`config.mk`:
```
export PLATFORM = sky130hd
export DESIGN_NAME = pipe_stage_reg_flat
export DESIGN_NICKNAME = d
export VERILOG_FILES = /design/src/rtl/pipe_stage_reg_if.sv /design/src/rtl/pipe_stage_reg.sv /design/src/flat_wrapper.sv
export SDC_FILE = /design/constraint.sdc
export NUM_CORES = 1
export LEC_CHECK = 0
export BUFFER_PORTS_ARGS = -buffer_cell sky130_fd_sc_hd__buf_4
export CORE_MARGIN = 5
export CORE_UTILIZATION = 48
export DETAILED_ROUTE_END_ITERATION = 10
export PLACE_DENSITY_LB_ADDON = 0.15
export SYNTH_ARGS = -nofsm -noshare
export SYNTH_HDL_FRONTEND = slang
export SYNTH_SLANG_ARGS = --single-unit
```
`constraint.sdc`:
```
create_clock -name clk -period 4.9 [get_ports clk]
set_input_delay 1.225 -clock clk [delete_from_list [all_inputs] [get_ports clk]]
set_output_delay 1.225 -clock clk [all_outputs]
set_load 0.005 [all_outputs]
```
`src/rtl/pipe_stage_reg_if.sv`:
```
// rtl/pipe_stage_reg_if.sv - valid/ready/data stream bundle for pipe_stage_reg
// Purpose: one direction of a valid/ready handshake carrying a DATA_WIDTH payload.
// Signals:
//   valid  producer has data this cycle
//   ready  consumer accepts data this cycle
//   data   payload
// Modports: master drives valid/data and samples ready; slave is the mirror.
interface pipe_stage_reg_if #(
  parameter int DATA_WIDTH = 64
);
  logic                  valid;
  logic                  ready;
  logic [DATA_WIDTH-1:0] data;

  modport master (output valid, output data, input ready);
  modport slave  (input valid, input data, output ready);
endinterface

```
`src/rtl/pipe_stage_reg.sv`:
```
// rtl/pipe_stage_reg.sv - elastic two-entry pipeline register with flush, freeze and stall counter
// Purpose: carries a DATA_WIDTH payload between pipeline stages under valid/ready with a
//          registered upstream ready (skid buffer), plus a saturating stall counter.
// Ports:
//   clk          rising-edge clock
//   rst          asynchronous active-high reset
//   flush_i      discard both entries at the next edge (wins over freeze and accept)
//   freeze_i     hold contents, block both handshakes
//   clr_stats_i  clear stall counter (wins over increment)
//   in_if        upstream stream (slave): valid/data in, ready out
//   out_if       downstream stream (master): valid/data out, ready in
//   occupancy_o  entries held: 0, 1 or 2
//   stall_cnt_o  saturating count of cycles with data held but not taken
module pipe_stage_reg #(
  parameter int DATA_WIDTH = 64,
  parameter int CNT_WIDTH  = 16
) (
  input  logic                 clk,
  input  logic                 rst,
  input  logic                 flush_i,
  input  logic                 freeze_i,
  input  logic                 clr_stats_i,
  pipe_stage_reg_if.slave      in_if,
  pipe_stage_reg_if.master     out_if,
  output logic [1:0]           occupancy_o,
  output logic [CNT_WIDTH-1:0] stall_cnt_o
);

  // Encoding equals the entry count so occupancy is a direct flop output.
  typedef enum logic [1:0] {
    EMPTY = 2'd0,
    ONE   = 2'd1,
    FULL  = 2'd2
  } state_e;

  state_e                state_q, state_d;
  logic [DATA_WIDTH-1:0] main_q, main_d;
  logic [DATA_WIDTH-1:0] skid_q, skid_d;
  logic [CNT_WIDTH-1:0]  stall_q, stall_d;

  logic m_v, s_v, accept, fire;

  assign m_v = (state_q != EMPTY);
  assign s_v = (state_q == FULL);

  // Upstream ready depends only on flops and freeze, never on downstream ready.
  assign in_if.ready  = !s_v && !freeze_i;
  assign out_if.valid = m_v && !freeze_i;
  assign out_if.data  = main_q;

  assign accept = in_if.valid && in_if.ready;
  assign fire   = out_if.valid && out_if.ready;

  assign occupancy_o = state_q;
  assign stall_cnt_o = stall_q;

  always_ff @(posedge clk or posedge rst) begin
    if (rst) begin
      state_q <= EMPTY;
      main_q  <= '0;
      skid_q  <= '0;
      stall_q <= '0;
    end else begin
      state_q <= state_d;
      main_q  <= main_d;
      skid_q  <= skid_d;
      stall_q <= stall_d;
    end
  end

  always_comb begin
    state_d = state_q;
    main_d  = main_q;
    skid_d  = skid_q;
    if (flush_i) begin
      state_d = EMPTY;
      main_d  = '0;
      skid_d  = '0;
    end else begin
      case (state_q)
        EMPTY: begin
          if (accept) begin
            state_d = ONE;
            main_d  = in_if.data;
          end
        end
        ONE: begin
          if (accept && fire) begin
            main_d = in_if.data;
          end else if (accept) begin
            state_d = FULL;
            skid_d  = in_if.data;
          end else if (fire) begin
            state_d = EMPTY;
            main_d  = '0;
          end
        end
        FULL: begin
          // in_ready is low here, so only the drain can happen.
          if (fire) begin
            state_d = ONE;
            main_d  = skid_q;
            skid_d  = '0;
          end
        end
        default: begin
          state_d = EMPTY;
          main_d  = '0;
          skid_d  = '0;
        end
      endcase
    end
  end

  // Freeze cycles with data held count as stalls since nothing leaves.
  always_comb begin
    stall_d = stall_q;
    if (clr_stats_i) begin
      stall_d = '0;
    end else if (m_v && !fire && (stall_q != {CNT_WIDTH{1'b1}})) begin
      stall_d = stall_q + 1'b1;
    end
  end

endmodule

```
`src/flat_wrapper.sv`:
```
// flat-port wrapper written by rule: the top's interface ports become plain ports
module pipe_stage_reg_flat 
#(
  parameter int DATA_WIDTH = 64,
  parameter int CNT_WIDTH  = 16
)
  (clk, rst, flush_i, freeze_i, clr_stats_i, occupancy_o, stall_cnt_o, in_if_valid, in_if_data, in_if_ready, out_if_valid, out_if_data, out_if_ready);
  pipe_stage_reg_if #(.DATA_WIDTH(DATA_WIDTH)) in_if_i ();
  pipe_stage_reg_if #(.DATA_WIDTH(DATA_WIDTH)) out_if_i ();
  input  logic clk;
  input  logic rst;
  input  logic flush_i;
  input  logic freeze_i;
  input  logic clr_stats_i;
  output logic [1:0] occupancy_o;
  output logic [CNT_WIDTH-1:0] stall_cnt_o;
  input wire logic [$bits(in_if_i.valid)-1:0] in_if_valid;
  input wire logic [$bits(in_if_i.data)-1:0] in_if_data;
  output wire logic [$bits(in_if_i.ready)-1:0] in_if_ready;
  output wire logic [$bits(out_if_i.valid)-1:0] out_if_valid;
  output wire logic [$bits(out_if_i.data)-1:0] out_if_data;
  input wire logic [$bits(out_if_i.ready)-1:0] out_if_ready;
  assign in_if_i.valid = in_if_valid;
  assign in_if_i.data = in_if_data;
  assign in_if_ready = in_if_i.ready;
  assign out_if_valid = out_if_i.valid;
  assign out_if_data = out_if_i.data;
  assign out_if_i.ready = out_if_ready;
  pipe_stage_reg #(.DATA_WIDTH(DATA_WIDTH), .CNT_WIDTH(CNT_WIDTH)) u_core (.clk(clk), .rst(rst), .flush_i(flush_i), .freeze_i(freeze_i), .clr_stats_i(clr_stats_i), .in_if(in_if_i), .out_if(out_if_i), .occupancy_o(occupancy_o), .stall_cnt_o(stall_cnt_o));
endmodule
```
==> results.toml <==
[outcome]
status = "completed"

[worst_setup_path]
slowest_stage = "buf_4"
crit_fanout = 10
crit_required_ps = 3670
cp_common_cell = "buf_4"
path_class = "in2out"
crit_chain = "buf_4, nor2_1, buf_4"
cp-end-kind = "output pin"
cp-start-kind = "input pin"
cpPeakStageDelay_ps = 150
crit_arrival_ps = 1610

[detailed_routing]
drc = 0
viasPerCell = 6.12
firstDrtPassIters = 5
drt-initial-drc-count = 437
wirelength_microns = 16000
wl_per_cell_microns = 19.6
antenna_left = 0
vias = 4988

[clock_network]
cts_tree = "yes"
root_buffer = "clkbuf_16"
cts_resized = 0
cts_max_path_buffers = 2
postCtsSetupRepairBufs = 0
htree_levels = 4
clkTransAtPathRegs_ps = 60
cts_hold_buf = 0
cts_num_sinks = 146
numCtsBuffers = 17
clk_latency_ps = 410

[floorplan]
die_area_sq_mm = 0.0153
io_pins = 155
start_util_pct = 49.0
die_w_microns = 124
core_area_sq_mm = 0.0126
rows = 41
die_h_microns = 124

[sta]
finalCritPeriodShare_pct = 57.8
hold_viol = 0
slew_headroom_pct = 28.1
worst_slew_pin_slew_ps = 1080
finClkSkew_ps = 5.56
setup_ws_ps = 2070
setup_viol_count_final = 0
period_needed_ps = 2830
slew_viol_final = 0
max_freq_mhz = 353
rsz0062_at_grt = "false"
fin_setup_tns_ps = 0
hold_ws_ps = 486

[logic_synthesis]
ys_types = 42
syn_avg_cell_area_sq_um = 12.4
synthMuxAreaShare_pct = 0.708
syn_area_sq_mm = 0.00618
ys_ff_latch = 146
synth_fa_ha_area_share_pct = 0.202
synth_top_family_by_area = "compound AO/OA/AOI/OAI gates"
synth-compound-area-share_pct = 29.7
yosys.area_share.simple_pct = 6.50
yosysSeqAreaShare_pct = 59.1
synthXorXnorAreaFrac_pct = 0
ys.flop_type = "dfrtp_1"
syn_nets = 570
synthCells = 498
yosys_warnings = 0
synthArstFlopShare_pct = 100
synth-edff-count = 0

[placed_design]
port_buffers = 154
dp_hpwl_microns = 9910
place_congestion = 0.801
pre_cts_ws_ps = 1680

[flow_run]
maxCapViolCount = 0

[cells_and_area]
num_antenna_cells = 0
fill_cells = 1012
layout-drive-gt1-share_pct = 32.2
nets = 702
syn2layout_area_growth_pct = 30.8

[global_route]
grt_overflow = 0
antenna_found_initial = 0
grt_pass1_vias = 4944
grt_max_degree = 147
grt_pass1_wl_microns = 25700
grt.total_usage_pct = 21.5

[pwr]
power_density_mw_per_mm2 = 367
ir_drop_uv = 211
p_leak_nw = 3.77

[hold_path]
hold_path_class = "reg2reg"
[synth_stat cells, types with 2 or more instances]
master | instances | area share [%]
nor4_1 | 4 | 0.40
a21oi_1 | 14 | 1.1
buf_1 | 7 | 0.43
or4_1 | 7 | 0.85
nand2_1 | 5 | 0.30
buf_4 | 2 | 0.24
buf_2 | 15 | 1.2
mux2_2 | 3 | 0.55
dfrtp_1 | 146 | 59
and4_1 | 2 | 0.28
o21bai_1 | 3 | 0.36
inv_1 | 3 | 0.18
o21a_1 | 2 | 0.24
nand4_1 | 7 | 0.71
nor2b_1 | 5 | 0.51
nor2_1 | 11 | 0.67
o31ai_1 | 7 | 0.85
o21ai_0 | 4 | 0.32
clkbuf_1 | 23 | 1.4
nor3_1 | 5 | 0.40
a22o_1 | 64 | 9.1
nand2b_1 | 3 | 0.30
a22oi_1 | 64 | 7.8
or3_1 | 3 | 0.30
o2bb2ai_1 | 64 | 9.1
nand3_1 | 8 | 0.65
buf_6 | 2 | 0.36
[registers in the layout, indices dropped and copies added (netlist names)]
name and count:
u_core.skid_q 64, u_core.occupancy_o 2, u_core.stall_cnt_o 16, u_core.out_if.data 64
[worst max-delay path: cells and delay by family]
kind | cells | cell delay [ps]
buffers and inverters | 2 | 270
AND/OR/NAND/NOR | 1 | 110
[power by group]
part	switching, mW	internal, mW
registers	0.0281	1.24
clock network	0.497	0.921
logic	0.147	0.130
total	0.672	2.29
[stage by stage]
stage          total power, mW  instance area (sq um)  utilization [%]  instances
2_1_floorplan             1.43                   6190                -        498
3_3_place_gp              1.57                   7440             59.0        783
3_5_place_dp              1.57                   7440             59.0        783
4_1_cts                   2.99                   8090             64.1        815
5_1_grt                   3.07                   8090             64.1        815
6_report                  2.97                   8090             64.1        815
[final timing paths]
check / from / end / slack [ps] / cells past startpoint
hold reg to reg: u_core.out_if.data[60]$_DFFE_PP0P_ / u_core.out_if.data[60]$_DFFE_PP0P_ / 490 / 1
setup reg to reg: u_core.occupancy_o[0]$_DFFE_PP0P_ / u_core.out_if.data[61]$_DFFE_PP0P_ / 2300 / 5
max in group asynchronous: rst / u_core.out_if.data[48]$_DFFE_PP0P_ / 3320 / 3
hold / removal: u_core.out_if.data[60]$_DFFE_PP0P_ / u_core.out_if.data[60]$_DFFE_PP0P_ / 490 / 1
setup / recovery: freeze_i / out_if_valid / 2070 / 3
min in group asynchronous: rst / u_core.out_if.data[12]$_DFFE_PP0P_ / 1010 / 3
[cell families after synthesis]
| logic type | Yosys count |
|---|---|
| AO/OA/AOI/OAI | 228 |
| flip-flops | 146 |
| AND/OR/NAND/NOR | 67 |
| buffers and inverters | 52 |
| multiplexers | 4 |
| adder cells (fa/ha/maj) | 1 |
[cell type report]
cell class	instances	area (sq um)	area share (%)
sequential	146	3650	45.2
multi-input combinational	300	2330	28.8
clock inverter	12	203	2.51
inverter	3	15.0	0.186
clock buffer	20	447	5.52
timing repair buffer	162	1230	15.2
tap	172	215	2.66
[cell usage in the layout (no fill, tap or decap), drive strengths merged, types with 4 or more instances in the layout]
cell type	instances
nor4	4
nor2b	6
a22o	64
bufinv	5
nand2	5
o21ai	5
clkinv	4
or3	4
o31ai	7
o2bb2ai	64
a22oi	64
or4	7
a21oi	15
nor2	12
nor3	5
dfrtp	146
nand4	7
nand3	8
inv	4
clkbuf	20
buf	162
[layer usage]
layer / global-route usage [%] / wire length [microns] / vias to the layer above
met5: 0 / 0 / -
met4: 8.37 / 304 / 0
met3: 5.08 / 964 / 20
met2: 32.4 / 7730 / 175
met1: 30.4 / 6990 / 2546
li1: - / - / 2247
Note: power is estimated with default switching activity, not from simulation.
